### config.mk
export PLATFORM = sky130hd
export DESIGN_NAME = sparc_fetch_decode_ctrl_flat
export DESIGN_NICKNAME = d
export VERILOG_FILES = /design/src/rtl/sparc_fetch_decode_ctrl_pkg.sv /design/src/rtl/sparc_fetch_decode_ctrl_if.sv /design/src/rtl/sparc_fetch_decode_ctrl_control_decoder.sv /design/src/rtl/sparc_fetch_decode_ctrl_pc_adder.sv /design/src/rtl/sparc_fetch_decode_ctrl.sv /design/src/flat_wrapper.sv
export SDC_FILE = /design/constraint.sdc
export NUM_CORES = 1
export LEC_CHECK = 0
export ABC_CLOCK_PERIOD_IN_PS = 1900
export CAP_MARGIN = 20
export CORE_ASPECT_RATIO = 1.1
export CORE_MARGIN = 5
export CORE_UTILIZATION = 35
export DETAILED_ROUTE_END_ITERATION = 16
export HOLD_SLACK_MARGIN = 0.15
export PLACE_DENSITY = 0.86
export SLEW_MARGIN = 20
export SYNTH_ARGS = -nofsm -noshare
export SYNTH_HDL_FRONTEND = slang
export SYNTH_SLANG_ARGS = --single-unit
export TNS_END_PERCENT = 1
### constraint.sdc
create_clock -name clk -period 1.9 [get_ports clk]
set_input_delay 0.285 -clock clk [delete_from_list [all_inputs] [get_ports clk]]
set_output_delay 0.285 -clock clk [all_outputs]
set_load 0.03 [all_outputs]
### src/rtl/sparc_fetch_decode_ctrl_pkg.sv
// Shared encodings for the SPARC front end: opcode fields, ALU codes,
// control-vector bit positions and access sizes.
package sparc_fetch_decode_ctrl_pkg;

    localparam int CTRL_W = 19;

    typedef enum logic [3:0] {
        ALU_ADD   = 4'h0,
        ALU_SUB   = 4'h1,
        ALU_AND   = 4'h2,
        ALU_OR    = 4'h3,
        ALU_XOR   = 4'h4,
        ALU_XNOR  = 4'h5,
        ALU_ANDN  = 4'h6,
        ALU_ORN   = 4'h7,
        ALU_SLL   = 4'h8,
        ALU_SRL   = 4'h9,
        ALU_SRA   = 4'hA,
        ALU_PASSB = 4'hB
    } alu_op_e;

    typedef enum logic [1:0] {
        SZ_BYTE = 2'b00,
        SZ_HALF = 2'b01,
        SZ_WORD = 2'b10
    } mem_size_e;

    typedef enum logic [1:0] {
        SEL_NPC  = 2'b00,
        SEL_TA   = 2'b01,
        SEL_ALU  = 2'b10,
        SEL_HOLD = 2'b11
    } pc_sel_e;

    localparam logic [1:0] OP_FMT2  = 2'b00;
    localparam logic [1:0] OP_CALL  = 2'b01;
    localparam logic [1:0] OP_ARITH = 2'b10;
    localparam logic [1:0] OP_MEM   = 2'b11;

    localparam logic [2:0] OP2_BICC  = 3'b010;
    localparam logic [2:0] OP2_SETHI = 3'b100;

    // arithmetic/logic op3 without the cc bit (op3[4])
    localparam logic [5:0] OP3_ADD  = 6'b000000;
    localparam logic [5:0] OP3_AND  = 6'b000001;
    localparam logic [5:0] OP3_OR   = 6'b000010;
    localparam logic [5:0] OP3_XOR  = 6'b000011;
    localparam logic [5:0] OP3_SUB  = 6'b000100;
    localparam logic [5:0] OP3_ANDN = 6'b000101;
    localparam logic [5:0] OP3_ORN  = 6'b000110;
    localparam logic [5:0] OP3_XNOR = 6'b000111;
    localparam logic [5:0] OP3_SLL  = 6'b100101;
    localparam logic [5:0] OP3_SRL  = 6'b100110;
    localparam logic [5:0] OP3_SRA  = 6'b100111;
    localparam logic [5:0] OP3_JMPL = 6'b111000;

    localparam logic [5:0] OP3_LD   = 6'b000000;
    localparam logic [5:0] OP3_LDUB = 6'b000001;
    localparam logic [5:0] OP3_LDUH = 6'b000010;
    localparam logic [5:0] OP3_LDSB = 6'b001001;
    localparam logic [5:0] OP3_LDSH = 6'b001010;
    localparam logic [5:0] OP3_ST   = 6'b000100;
    localparam logic [5:0] OP3_STB  = 6'b000101;
    localparam logic [5:0] OP3_STH  = 6'b000110;

    localparam int SIG_CALL    = 0;
    localparam int SIG_JMPL    = 1;
    localparam int SIG_LOAD    = 2;
    localparam int SIG_RFEN    = 3;
    localparam int SIG_SE      = 4;
    localparam int SIG_RW      = 5;
    localparam int SIG_MEMEN   = 6;
    localparam int SIG_SIZE_LO = 7;
    localparam int SIG_CCEN    = 9;
    localparam int SIG_I31     = 10;
    localparam int SIG_I30     = 11;
    localparam int SIG_I24     = 12;
    localparam int SIG_I13     = 13;
    localparam int SIG_ALU_LO  = 14;
    localparam int SIG_BRANCH  = 18;

endpackage

### src/rtl/sparc_fetch_decode_ctrl_if.sv
// Fetch/decode bus: pipeline-side controls in, PC and decoded controls out.
interface sparc_fetch_decode_ctrl_if;
    import sparc_fetch_decode_ctrl_pkg::*;

    logic              LE;
    logic [1:0]        mux_select;
    logic [31:0]       TA;
    logic [31:0]       ALU_OUT;
    logic [31:0]       instr;
    logic [31:0]       PC;
    logic [31:0]       nPC;
    logic [CTRL_W-1:0] instr_signals;

    modport master (
        output LE, mux_select, TA, ALU_OUT, instr,
        input  PC, nPC, instr_signals
    );

    modport slave (
        input  LE, mux_select, TA, ALU_OUT, instr,
        output PC, nPC, instr_signals
    );

endinterface

### src/rtl/sparc_fetch_decode_ctrl_control_decoder.sv
// Combinational instruction decoder producing the 19-bit control vector.
module sparc_fetch_decode_ctrl_control_decoder
    import sparc_fetch_decode_ctrl_pkg::*;
(
    input  logic [31:0]       i_instr,
    output logic [CTRL_W-1:0] o_sig
);
    logic [1:0] w_op;
    logic [2:0] w_op2;
    logic [5:0] w_op3;
    logic [5:0] w_op3_base;
    logic       w_unused_bits;

    assign w_op       = i_instr[31:30];
    assign w_op2      = i_instr[24:22];
    assign w_op3      = i_instr[24:19];
    assign w_op3_base = {w_op3[5], 1'b0, w_op3[3:0]};
    assign w_unused_bits = ^{i_instr[29:25], i_instr[18:14], i_instr[12:0]};

    alu_op_e w_alu;
    logic    w_arith_hit;

    always_comb begin
        o_sig       = '0;
        w_alu       = ALU_ADD;
        w_arith_hit = 1'b0;
        case (w_op)
            OP_CALL: begin
                o_sig[SIG_CALL] = 1'b1;
                o_sig[SIG_RFEN] = 1'b1;
            end
            OP_FMT2: begin
                if (w_op2 == OP2_BICC) begin
                    o_sig[SIG_BRANCH] = 1'b1;
                end else if (w_op2 == OP2_SETHI) begin
                    o_sig[SIG_RFEN] = 1'b1;
                    w_alu           = ALU_PASSB;
                end
            end
            OP_ARITH: begin
                // op3[4] selects the cc-setting twin of the logic/arith ops
                w_arith_hit = 1'b1;
                case (w_op3_base)
                    OP3_ADD:  w_alu = ALU_ADD;
                    OP3_SUB:  w_alu = ALU_SUB;
                    OP3_AND:  w_alu = ALU_AND;
                    OP3_OR:   w_alu = ALU_OR;
                    OP3_XOR:  w_alu = ALU_XOR;
                    OP3_ANDN: w_alu = ALU_ANDN;
                    OP3_ORN:  w_alu = ALU_ORN;
                    OP3_XNOR: w_alu = ALU_XNOR;
                    default:  w_arith_hit = 1'b0;
                endcase
                o_sig[SIG_RFEN] = w_arith_hit;
                o_sig[SIG_CCEN] = w_arith_hit & w_op3[4];
                case (w_op3)
                    OP3_SLL:  begin o_sig[SIG_RFEN] = 1'b1; w_alu = ALU_SLL; end
                    OP3_SRL:  begin o_sig[SIG_RFEN] = 1'b1; w_alu = ALU_SRL; end
                    OP3_SRA:  begin o_sig[SIG_RFEN] = 1'b1; w_alu = ALU_SRA; end
                    OP3_JMPL: begin o_sig[SIG_RFEN] = 1'b1; o_sig[SIG_JMPL] = 1'b1; end
                    default:  ;
                endcase
            end
            default: begin
                case (w_op3)
                    OP3_LD, OP3_LDUB, OP3_LDUH, OP3_LDSB, OP3_LDSH: begin
                        o_sig[SIG_LOAD]  = 1'b1;
                        o_sig[SIG_RFEN]  = 1'b1;
                        o_sig[SIG_MEMEN] = 1'b1;
                    end
                    OP3_ST, OP3_STB, OP3_STH: begin
                        o_sig[SIG_MEMEN] = 1'b1;
                        o_sig[SIG_RW]    = 1'b1;
                    end
                    default: ;
                endcase
                case (w_op3)
                    OP3_LD, OP3_ST:     o_sig[SIG_SIZE_LO +: 2] = SZ_WORD;
                    OP3_LDUH, OP3_STH:  o_sig[SIG_SIZE_LO +: 2] = SZ_HALF;
                    OP3_LDSH: begin
                        o_sig[SIG_SIZE_LO +: 2] = SZ_HALF;
                        o_sig[SIG_SE]           = 1'b1;
                    end
                    OP3_LDSB:           o_sig[SIG_SE] = 1'b1;
                    default:            o_sig[SIG_SIZE_LO +: 2] = SZ_BYTE;
                endcase
            end
        endcase
        o_sig[SIG_ALU_LO +: 4] = w_alu;
        o_sig[SIG_I31] = i_instr[31];
        o_sig[SIG_I30] = i_instr[30];
        o_sig[SIG_I24] = i_instr[24];
        o_sig[SIG_I13] = i_instr[13];
    end
endmodule

### src/rtl/sparc_fetch_decode_ctrl_pc_adder.sv
// Sequential next-PC adder; wraps modulo 2^32, carry discarded.
module sparc_fetch_decode_ctrl_pc_adder #(
    parameter logic [31:0] PC_INC = 32'd4
) (
    input  logic [31:0] i_pc,
    output logic [31:0] o_npc
);
    assign o_npc = i_pc + PC_INC;
endmodule

### src/rtl/sparc_fetch_decode_ctrl.sv
// Front-end control: PC register with next-PC select, sequential adder,
// and the ID-stage control decoder.
module sparc_fetch_decode_ctrl
    import sparc_fetch_decode_ctrl_pkg::*;
#(
    parameter logic [31:0] RESET_PC = 32'h0000_0000,
    parameter logic [31:0] PC_INC   = 32'd4
) (
    input logic                     clk,
    input logic                     clr,
    sparc_fetch_decode_ctrl_if.slave bus
);
    logic [31:0]       r_pc;
    logic [31:0]       w_npc;
    logic [CTRL_W-1:0] w_dec;

    sparc_fetch_decode_ctrl_pc_adder #(.PC_INC(PC_INC)) u_pc_adder (
        .i_pc  (r_pc),
        .o_npc (w_npc)
    );

    sparc_fetch_decode_ctrl_control_decoder u_control_decoder (
        .i_instr (bus.instr),
        .o_sig   (w_dec)
    );

    always_ff @(posedge clk or negedge clr) begin
        if (!clr) begin
            r_pc <= RESET_PC;
        end else if (bus.LE) begin
            case (pc_sel_e'(bus.mux_select))
                SEL_NPC: r_pc <= w_npc;
                SEL_TA:  r_pc <= bus.TA;
                SEL_ALU: r_pc <= bus.ALU_OUT;
                default: r_pc <= r_pc;
            endcase
        end
    end

    assign bus.PC            = r_pc;
    assign bus.nPC           = w_npc;
    assign bus.instr_signals = clr ? w_dec : '0;
endmodule

### src/flat_wrapper.sv
// flat-port wrapper written by rule: the top's interface ports become plain ports
module sparc_fetch_decode_ctrl_flat import sparc_fetch_decode_ctrl_pkg::*;
#(
    parameter logic [31:0] RESET_PC = 32'h0000_0000,
    parameter logic [31:0] PC_INC   = 32'd4
)
  (clk, clr, bus_LE, bus_mux_select, bus_TA, bus_ALU_OUT, bus_instr, bus_PC, bus_nPC, bus_instr_signals);
  sparc_fetch_decode_ctrl_if bus_i ();
  input logic clk;
  input logic clr;
  input wire logic [$bits(bus_i.LE)-1:0] bus_LE;
  input wire logic [$bits(bus_i.mux_select)-1:0] bus_mux_select;
  input wire logic [$bits(bus_i.TA)-1:0] bus_TA;
  input wire logic [$bits(bus_i.ALU_OUT)-1:0] bus_ALU_OUT;
  input wire logic [$bits(bus_i.instr)-1:0] bus_instr;
  output wire logic [$bits(bus_i.PC)-1:0] bus_PC;
  output wire logic [$bits(bus_i.nPC)-1:0] bus_nPC;
  output wire logic [$bits(bus_i.instr_signals)-1:0] bus_instr_signals;
  assign bus_i.LE = bus_LE;
  assign bus_i.mux_select = bus_mux_select;
  assign bus_i.TA = bus_TA;
  assign bus_i.ALU_OUT = bus_ALU_OUT;
  assign bus_i.instr = bus_instr;
  assign bus_PC = bus_i.PC;
  assign bus_nPC = bus_i.nPC;
  assign bus_instr_signals = bus_i.instr_signals;
  sparc_fetch_decode_ctrl #(.RESET_PC(RESET_PC), .PC_INC(PC_INC)) u_core (.clk(clk), .clr(clr), .bus(bus_i));
endmodule
==> reports/results.ini <==
[routing]
drt_first_pass_iters = 9
viasPerCell = 5.84
drt-initial-drc-count = 360
num_vias = 4458
drc = 0
final_antenna_net_count = 0
route.final.wire_length_um = 14400
wl_per_cell_um = 18.8

[cells_and_area]
layout_commonest_cell = buf_4
layout.area.seq_um2 = 818
largest_reg_flops = 32
multi_input_area_um2 = 2510
layout-drive-gt1-share_pct = 37.9
fin_nets = 753
final_cell_mix = 130 x buf_4, 104 x clkdlybuf4s50_1, 33 x nand2_1, 22 x nor2_1, 22 x buf_6
area_growth_pct = 94.0
instances_no_fill = 763
fillCellCount = 676
num_antenna_cells = 0

[setup_path]
cp_max_fo = 5
critPathMaxStageDelay_ns = 0.41
path_cells = nand4_4 -> or3_4 -> or3_4 -> xnor2_4 -> buf_6
required_ns = 1.62
regToRegSetupSlack_ns = -0.24
reg2reg_from = u_core.bus.PC[3]
end_kind = output port
worstSetupStartpointType = flop
cpMaxStageDelayCell = dfrtp_2
crit_path_frequent_cell = or3_4
setup.worst_path.class = flop to output port
critPathLaunch = u_core.bus.PC[11]
worst_ep_arrival_time_ns = 1.98

[sta]
worst_slew_pin_slew_ns = 0.394
post-route-period-util_pct = 119
fmax_mhz = 442
hold_violations = 0
fin_setup_tns_ns = -7.59
slew_headroom_pct = 73.7
post-route-min-period_ns = 2.26
slew_viol_final = 0
setup_slack_ns = -0.362
fin_worst_skew_ns = 0.00969
setup_violations = 36
rsz0062_at_grt = yes

[logic_synthesis]
async_reset_ff_share_pct = 100
yosys_warnings = 0
ys_seq_elements = 32
synth_edf_count = 0
syn_area_per_cell_um2 = 7.62
synthCells = 412
synth_seq_area_share_pct = 25.5
syn-cell-area_um2 = 3140
synthDistinctLibCells = 56
synthesis.nets = 517
ys.flop_type = dfrtp_1

[clock_tree]
clockBufferDepth = 2
clk_latency_ns = 0.30
h-tree-depth = 2
cts.sinks = 32
numCtsBuffers = 5
cts_tree = built
cts_root_buffer = clkbuf_8
cts.clk_slew.worst_paths_ns = 0.08

[global_routing]
antenna_found_initial = 0
grt_pass1_vias = 4367
track_usage_pct = 24.5
grt_first_pass_wirelength_um = 21500
grt_max_degree = 28
grt_overflow = 0

[power_and_ir_drop]
power.leakage_nw = 2.55
power_density_nw_per_um2 = 762
sw_frac_of_total_pct = 45.7
irDropWorstVdd_mv = 0.613
intPower_mw = 2.52
pwr-share-comb_pct = 66.7
p_sw_mw = 2.12
power_mw = 4.64
p_clk_share_pct = 11.7
power.share.sequential_pct = 21.6

[run]
cap_violations = 0

[run_status]
outcome = finished, violations left
violations = negative setup slack

[place]
hpwl_um = 10500
io_buffer_count = 160
numPlacedInstances = 744
place.gp.congestion = 0.954

[floorplan]
start_util_pct = 35.6
fp-row-count = 36
die_h_um = 109
ios = 184
die_area_um2 = 11000
core_um2 = 8830
die_w_um = 100

[hold_path]
hold_class = input pin to async pin

==> cell families after synthesis <==
kind of cell / after synthesis / synth area share [%]
compound gates: 125 / 29.3
xor+xnor: 28 / 7.81
fa+ha+maj: 4 / 1.59
buf+inv: 57 / 7.53
flops: 32 / 25.5
simple gates: 166 / 28.3
==> path summary, 6_finish.rpt <==
path | to | cells past startpoint
worst max-delay path | bus_nPC[23] | 5
worst min-delay path | u_core.bus.PC[18] | 3
worst max register to register | u_core.bus.PC[26] | 8
worst min register to register | u_core.bus.PC[1] | 2
max in group asynchronous | u_core.bus.PC[0] | 3
min in group clk | u_core.bus.PC[1] | 2
==> power groups by stage <==
stage	Clock (mW)	Sequential, mW	Combinational, mW
finish	0.543	1.00	3.10
global placement	0	0.988	2.84
floorplan	0	1.33	1.19
detailed placement	0	0.996	2.88
CTS	0.546	0.988	3.00
global route	0.572	1.02	3.26
==> synthesized netlist by cell type, types with 7 or more instances <==
| cell | n | area [um^2] |
|---|---|---|
| a22oi_1 | 11 | 82.6 |
| o22a_1 | 7 | 61.3 |
| nor3_1 | 16 | 80.1 |
| a221oi_1 | 16 | 140 |
| inv_1 | 14 | 52.6 |
| nor2_1 | 28 | 105 |
| dfrtp_1 | 32 | 801 |
| a31oi_1 | 10 | 62.6 |
| nand4_1 | 13 | 81.3 |
| xor2_1 | 8 | 70.1 |
| buf_2 | 8 | 40.0 |
| o21ai_0 | 16 | 80.1 |
| nand3_1 | 23 | 115 |
| nand2_1 | 38 | 143 |
| xnor2_1 | 20 | 175 |
| nand2b_1 | 8 | 50.1 |
| and3_1 | 9 | 56.3 |
| a21oi_1 | 16 | 80.1 |
| clkbuf_1 | 30 | 113 |
==> area by class of cell <==
type | count | share of cell area [%]
clock inverter | 1 | 0.0822
inverter | 14 | 0.863
timing repair buffer | 272 | 40.8
clock buffer | 7 | 1.25
tap | 114 | 2.34
sequential | 32 | 13.4
multi-input combinational | 323 | 41.3
==> stage by stage <==
stage / setup WS [ns] / hold slack, ns / area, um^2 / util [%]
finish: -0.362 / 0.257 / 6090 / 69.0
global route: -0.413 / 0.287 / 6090 / 69.0
CTS: -0.341 / 0.262 / 5960 / 67.5
detailed placement: -0.245 / 0.299 / 5580 / 63.2
global placement: -0.239 / 0.302 / 5580 / 63.2
floorplan: -0.292 / -0.0106 / 3310 / -
==> what timing repair did <==
action	in CTS	in global routing
resized for setup	58	35
hold buffers	1	0
setup endpoints to repair	40	49
hold endpoints to repair	5	0
gates cloned	1	0
pin swaps	18	18
setup buffers	9	2
==> critical path: cells and delay by family, from the launching register on <==
| kind | cells | cell delay (ns) |
|---|---|---|
| simple gates | 3 | 0.95 |
| flops | 1 | 0.41 |
| xor+xnor | 1 | 0.17 |
| buf+inv | 1 | 0.15 |
==> per-layer routing <==
layer	vias to the layer above	wire [um]	track usage, %
li1	2034	-	-
met1	2125	5210	28.2
met2	262	7420	44.4
met3	37	1350	5.08
met4	0	374	9.14
met5	-	0	0
(Power assumes the default switching activity.)
